==> config.mk <==
export PLATFORM = sky130hd
export DESIGN_NAME = tank_spawn_ctrl
export DESIGN_NICKNAME = d
export VERILOG_FILES = /design/src/rtl/tank_spawn_ctrl.sv
export SDC_FILE = /design/constraint.sdc
export NUM_CORES = 1
export LEC_CHECK = 0
export CORE_MARGIN = 2
export CORE_UTILIZATION = 40
export CTS_BUF_LIST = sky130_fd_sc_hd__clkbuf_2 sky130_fd_sc_hd__clkbuf_4 sky130_fd_sc_hd__clkbuf_8
export DETAILED_ROUTE_END_ITERATION = 8
export HOLD_SLACK_MARGIN = 0.03
export SYNTH_ARGS = -nofsm -noshare
export SYNTH_HDL_FRONTEND = slang
export SYNTH_SLANG_ARGS = --single-unit
==> constraint.sdc <==
create_clock -name clk -period 3.67 [get_ports clk]
set_clock_uncertainty 0.15 [all_clocks]
set_input_delay 0.9175 -clock clk [delete_from_list [all_inputs] [get_ports clk]]
set_output_delay 0.9175 -clock clk [all_outputs]
set_load 0.03 [all_outputs]
==> src/rtl/tank_spawn_ctrl.sv <==
// Enemy tank spawn scheduler: staggered start, per-slot respawn countdown,
// cap on simultaneously active slots, and a finite wave with kill accounting.
module tank_spawn_ctrl #(
    parameter int N_TANKS       = 4,
    parameter int RESPAWN_TICKS = 8,
    parameter int MAX_ALIVE     = 3,
    parameter int WAVE_SIZE     = 10
) (
    input  logic               clk,
    input  logic               rst,
    input  logic               run,
    input  logic               tick,
    input  logic [N_TANKS-1:0] tank_state,
    output logic [N_TANKS-1:0] tank_en,
    output logic [4:0]         alive_cnt,
    output logic [7:0]         kill_cnt,
    output logic [7:0]         spawn_cnt,
    output logic               spawn_pulse,
    output logic [3:0]         spawn_idx,
    output logic               wave_done
);

    typedef enum logic [1:0] {G_IDLE, G_RUN, G_DONE} g_state_t;
    typedef enum logic [1:0] {S_OFF, S_WAIT, S_ACTIVE} s_state_t;

    localparam logic [7:0] RESP_C = 8'(RESPAWN_TICKS);
    localparam logic [7:0] WAVE_C = 8'(WAVE_SIZE);
    localparam logic [4:0] MAX_C  = 5'(MAX_ALIVE);

    g_state_t           g_state;
    g_state_t           g_state_nx;
    s_state_t           slot_st [N_TANKS];
    s_state_t           slot_nx [N_TANKS];
    logic [7:0]         cnt     [N_TANKS];
    logic [7:0]         cnt_nx  [N_TANKS];
    logic [N_TANKS-1:0] ts_q;
    logic [N_TANKS-1:0] kill_vec;
    logic [N_TANKS-1:0] en_nx;
    logic [4:0]         alive_nx;
    logic [8:0]         kill_sum;
    logic [7:0]         kill_nx;
    logic [7:0]         spawn_nx;
    logic               found;
    logic [3:0]         spawn_sel;
    logic               spawn_go;
    logic               wave_start;
    logic               wave_end;

    function automatic logic [7:0] sat_u8(input logic [8:0] v);
        return v[8] ? 8'hFF : v[7:0];
    endfunction

    function automatic logic [7:0] dec_sat(input logic [7:0] v);
        return (v == 8'd0) ? 8'd0 : v - 8'd1;
    endfunction

    always_ff @(posedge clk or posedge rst) begin
        if (rst) begin
            g_state <= G_IDLE;
        end else begin
            g_state <= g_state_nx;
        end
    end

    always_comb begin
        g_state_nx = g_state;
        if (!run) begin
            g_state_nx = G_IDLE;
        end else begin
            case (g_state)
                G_IDLE:  g_state_nx = G_RUN;
                G_RUN:   if (spawn_cnt == WAVE_C && alive_cnt == 5'd0) g_state_nx = G_DONE;
                G_DONE:  g_state_nx = G_DONE;
                default: g_state_nx = G_IDLE;
            endcase
        end
    end

    always_comb begin
        wave_start = (g_state == G_IDLE) && run;
        wave_end   = (g_state == G_RUN) && run && (spawn_cnt == WAVE_C) && (alive_cnt == 5'd0);

        // Lowest-index waiting slot whose countdown (pre-decrement) has expired
        found     = 1'b0;
        spawn_sel = 4'd0;
        for (int i = 0; i < N_TANKS; i++) begin
            if (!found && slot_st[i] == S_WAIT && cnt[i] == 8'd0) begin
                found     = 1'b1;
                spawn_sel = 4'(i);
            end
        end
        spawn_go = (g_state == G_RUN) && run && tick && found &&
                   (alive_cnt < MAX_C) && (spawn_cnt < WAVE_C);

        kill_vec = '0;
        kill_sum = {1'b0, kill_cnt};
        for (int i = 0; i < N_TANKS; i++) begin
            kill_vec[i] = run && (g_state != G_IDLE) && (slot_st[i] == S_ACTIVE) &&
                          ts_q[i] && !tank_state[i];
            kill_sum    = kill_sum + 9'(kill_vec[i]);
        end

        en_nx    = '0;
        alive_nx = 5'd0;
        for (int i = 0; i < N_TANKS; i++) begin
            slot_nx[i] = slot_st[i];
            cnt_nx[i]  = cnt[i];
            if (!run) begin
                slot_nx[i] = S_OFF;
                cnt_nx[i]  = 8'd0;
            end else if (wave_start) begin
                slot_nx[i] = S_WAIT;
                cnt_nx[i]  = 8'(i);
            end else if (kill_vec[i]) begin
                slot_nx[i] = S_WAIT;
                cnt_nx[i]  = RESP_C;
            end else if (slot_st[i] == S_WAIT && g_state == G_RUN) begin
                if (tick) cnt_nx[i] = dec_sat(cnt[i]);
                if (spawn_go && spawn_sel == 4'(i)) slot_nx[i] = S_ACTIVE;
            end
            en_nx[i] = (slot_nx[i] == S_ACTIVE);
            alive_nx = alive_nx + 5'(en_nx[i]);
        end

        kill_nx  = wave_start ? 8'd0 : sat_u8(kill_sum);
        spawn_nx = wave_start ? 8'd0 : (spawn_go ? spawn_cnt + 8'd1 : spawn_cnt);
    end

    always_ff @(posedge clk or posedge rst) begin
        if (rst) begin
            ts_q        <= '0;
            tank_en     <= '0;
            alive_cnt   <= 5'd0;
            kill_cnt    <= 8'd0;
            spawn_cnt   <= 8'd0;
            spawn_pulse <= 1'b0;
            spawn_idx   <= 4'd0;
            wave_done   <= 1'b0;
            for (int i = 0; i < N_TANKS; i++) begin
                slot_st[i] <= S_OFF;
                cnt[i]     <= 8'd0;
            end
        end else begin
            ts_q        <= tank_state;
            tank_en     <= en_nx;
            alive_cnt   <= alive_nx;
            kill_cnt    <= kill_nx;
            spawn_cnt   <= spawn_nx;
            spawn_pulse <= spawn_go;
            if (spawn_go) spawn_idx <= spawn_sel;
            // Sticky until the next wave starts; held through run=0 for display
            if (wave_start)    wave_done <= 1'b0;
            else if (wave_end) wave_done <= 1'b1;
            for (int i = 0; i < N_TANKS; i++) begin
                slot_st[i] <= slot_nx[i];
                cnt[i]     <= cnt_nx[i];
            end
        end
    end

endmodule

==> run_results.csv <==
group,metric,value,unit
drt,vias,3219,
logic_synthesis,synth_area_per_cell,9.72,µm²
clocking,cts_resized,0,
drt,wl,9320,µm
clocking,cts_sinks,73,
power_and_ir_drop,p_total,2.58,mW
placement,io_buffer_count,34,
placement,post-place-cells,594,
logic_synthesis,ys.flop_type,"dfrtp_1",
global_routing,grt_max_degree,44,
drt,wl_per_cell,15.3,µm
worst_setup_path,r2r_cells,12,
logic_synthesis,netlist_area,3960,µm²
logic_synthesis,yosysTopAreaCell,"dfrtp_1",
floorplanning,io_pins,39,
finish,antenna_cells,0,
power_and_ir_drop,irDropWorstVdd,225,µV
placement,dp_slack,-224,ps
worst_setup_path,startpoint_type,"primary input",
global_routing,grt_pass1_wl,15900,µm
worst_setup_path,startpoint,"tank_state[0]",
global_routing,grt_pass1_vias,3146,
drt,antenna_left,0,
clocking,clockBufferDepth,2,
global_routing,met2_usage,29.6,%
worst_setup_path,cp_common_cell,"fa_1",
placement,hpwl,6840,µm
clocking,path_clk_slew,70,ps
power_and_ir_drop,p_leak,2.13,nW
placement,placed_area,4640,µm²
floorplanning,core,9680,µm²
drt,avgViaCountPerCell,5.29,
floorplanning,row_count,36,
status,status,"complete, no violations",
logic_synthesis,syn-instance-count,407,
logic_synthesis,synthArstFlopShare,100,%
floorplanning,die_w,103,µm
clocking,cts_setup_buffers,0,
logic_synthesis,synth_seq_area_share,46.2,%
logic_synthesis,synth_area_leaders,"dfrtp_1, ha_1, a21oi_1, nor2_1, nor3_1",
sta,final_hold_viol_count,0,
drt,route.detailed.drc,0,
worst_setup_path,critPathArrivalTime,3590,ps
sta,rsz0062_at_grt,"no",
worst_setup_path,path_class,"in2reg",
worst_setup_path,r2r_setup_slack,370,ps
sta,worst_slack,189,ps
flow_run,max_cap_violations,0,
clocking,cts_tree,"built",
finish,drive_gt1_share,12.8,%
logic_synthesis,yosys.area.top_type_share,46.2,%
drt,dr.pass1.iters,4,
clocking,cts_buffers,9,
worst_setup_path,crit_path_end_kind,"register",
clocking,ctsHoldBuffers,0,
global_routing,grt_use_met3,3.76,%
logic_synthesis,ys_warn_count,0,
worst_setup_path,r2r_start,"g_state[0]$_DFFE_PP0P_",
drt,drtIter0Drc,110,
clocking,cts_max_level,3,
sta,min_period_over_period,94.8,%
finish,fin_area,4840,µm²
finish,final_cells,609,
sta,worst_hold_slack,337,ps
sta,maxSlewHeadroom,54.1,%
min_path,hp-class,"reg2reg",
logic_synthesis,yosys-top-cells-count,"dfrtp_1, nor2_1, a21oi_1, inv_1, nand2_1",
worst_setup_path,cp.required,3780,ps
worst_setup_path,crit_slowest_cell,"clkdlybuf4s50_1",
global_routing,grt_use_total,19.3,%
clocking,cts-root-buf,"clkbuf_8",
global_routing,globalRoute.busiestLayer,"met2",
logic_synthesis,synth_most_common_cell,"dfrtp_1",
worst_setup_path,cpPeakStageDelay,550,ps
sta,max_freq,287,MHz
power_and_ir_drop,powerDensity,533,nW/µm²
logic_synthesis,synth-seq-cells,73,
logic_synthesis,synthDistinctLibCells,60,
global_routing,antenna_found_initial,0,
logic_synthesis,synth-edff-count,0,
worst_setup_path,cp-endpoint,"kill_cnt[4]$_DFF_PP0_",
sta,worst_slew_pin_slew,687,ps
floorplanning,die-area,10700,µm²
sta,period_minus_slack,3480,ps
finish,area.growth.synth_to_final,22.5,%
sta,maxSlewViolCount,0,
global_routing,use_met1,27.8,%
floorplanning,initial_core_util,40.8,%
finish,nNetsFinal,498,
worst_setup_path,path_max_fanout,6,
global_routing,grt_overflow,0,
worst_setup_path,reg2reg_to,"kill_cnt[4]$_DFF_PP0_",
placement,globalplace.congestion,0.843,
sta,setup_viol_count_final,0,
worst_setup_path,crit_chain,"clkdlybuf4s50_1 -> nor4bb_4 -> and2_1 -> fa_1 -> fa_1 -> inv_1 -> fa_1 -> nand2b_1 -> nor2_1 -> nand3_2 -> a21oi_1",
floorplanning,fp.dieH,103,µm
clocking,clk_latency,340,ps
[through the flow]
step,util [%],TNS [ps]
2_1_floorplan,-,0
3_3_place_gp,47.9,-1130
3_5_place_dp,47.9,-1740
4_1_cts,49.8,0
5_1_grt,50.0,0
6_report,50.0,0
[routing by layer]
layer,wire length [µm],up-vias
li1,-,1583
met1,4700,1578
met2,4270,48
met3,229,10
met4,125,0
met5,0,-
[critical path, delay by kind of cell]
kind | cells | cell delay, ps
adders and majority gates | 3 | 1100
and+or+nand+nor | 5 | 770
AOI/OAI and AO/OA | 1 | 190
buffers and inverters | 2 | 600
[cell usage in the layout (no fill, tap or decap), types with 5 or more instances in the layout]
cell             instances
dfrtp_1                 73
nor2_1                  36
clkdlybuf4s50_1         34
a21oi_1                 28
buf_4                   28
inv_1                   27
nand2_1                 25
nor3_1                  23
o21ai_0                 21
nand3_1                 15
ha_1                    14
clkbuf_8                12
and2_1                   9
nor2b_1                  8
nand2b_1                 8
nand4_1                  7
xor2_1                   7
nor4_1                   6
mux2i_1                  6
o21a_1                   6
nor3b_1                  5
[logic make-up (layout without fill, tap and decap cells)]
group	Yosys count	count (layout)	synth area share, %
AOI/OAI and AO/OA	87	87	14.2
buffers and inverters	40	106	4.30
xor gates and xnor gates	10	10	2.21
muxes	6	6	1.52
adders and majority gates	18	18	6.45
other	1	4	0.0948
and+or+nand+nor	172	172	25.1
DFF	73	73	46.2
[how the worst min path moves through the flow]
stage	cells after the start	slack, ps	start	endpoint
after floorplan	1	300	cnt[15]$_DFFE_PP0P_	cnt[15]$_DFFE_PP0P_
after detailed placement	1	330	cnt[15]$_DFFE_PP0P_	cnt[15]$_DFFE_PP0P_
after CTS	1	340	cnt[15]$_DFFE_PP0P_	cnt[15]$_DFFE_PP0P_
after global routing	1	370	cnt[15]$_DFFE_PP0P_	cnt[15]$_DFFE_PP0P_
after global placement	1	320	cnt[15]$_DFFE_PP0P_	cnt[15]$_DFFE_PP0P_
final	1	340	cnt[15]$_DFFE_PP0P_	cnt[15]$_DFFE_PP0P_
[flip-flops by register name, indices dropped and copies added, names as in the netlist]
signal,count
spawn_cnt,8
wave_done,1
spawn_pulse,1
spawn_idx,2
g_state,2
tank_en,4
ts_q,4
alive_cnt,3
cnt,32
slot_st,8
kill_cnt,8
[report_power, final]
| part | total [mW] | switching [mW] | internal, mW | leakage [nW] |
|---|---|---|---|---|
| logic | 0.990 | 0.600 | 0.390 | 1.05 |
| clock network | 0.594 | 0.290 | 0.304 | 0.0949 |
| registers | 0.998 | 0.0984 | 0.899 | 0.990 |
[cell type report]
cell class	instances	area [µm²]
clock buffers	13	173
clock inverters	2	12.5
fillers	925	4840
inverters	28	105
multi-input cells	297	1990
flip-flops and latches	73	1830
well taps	133	166
repair buffers	63	571
(Power assumes the default switching activity.)
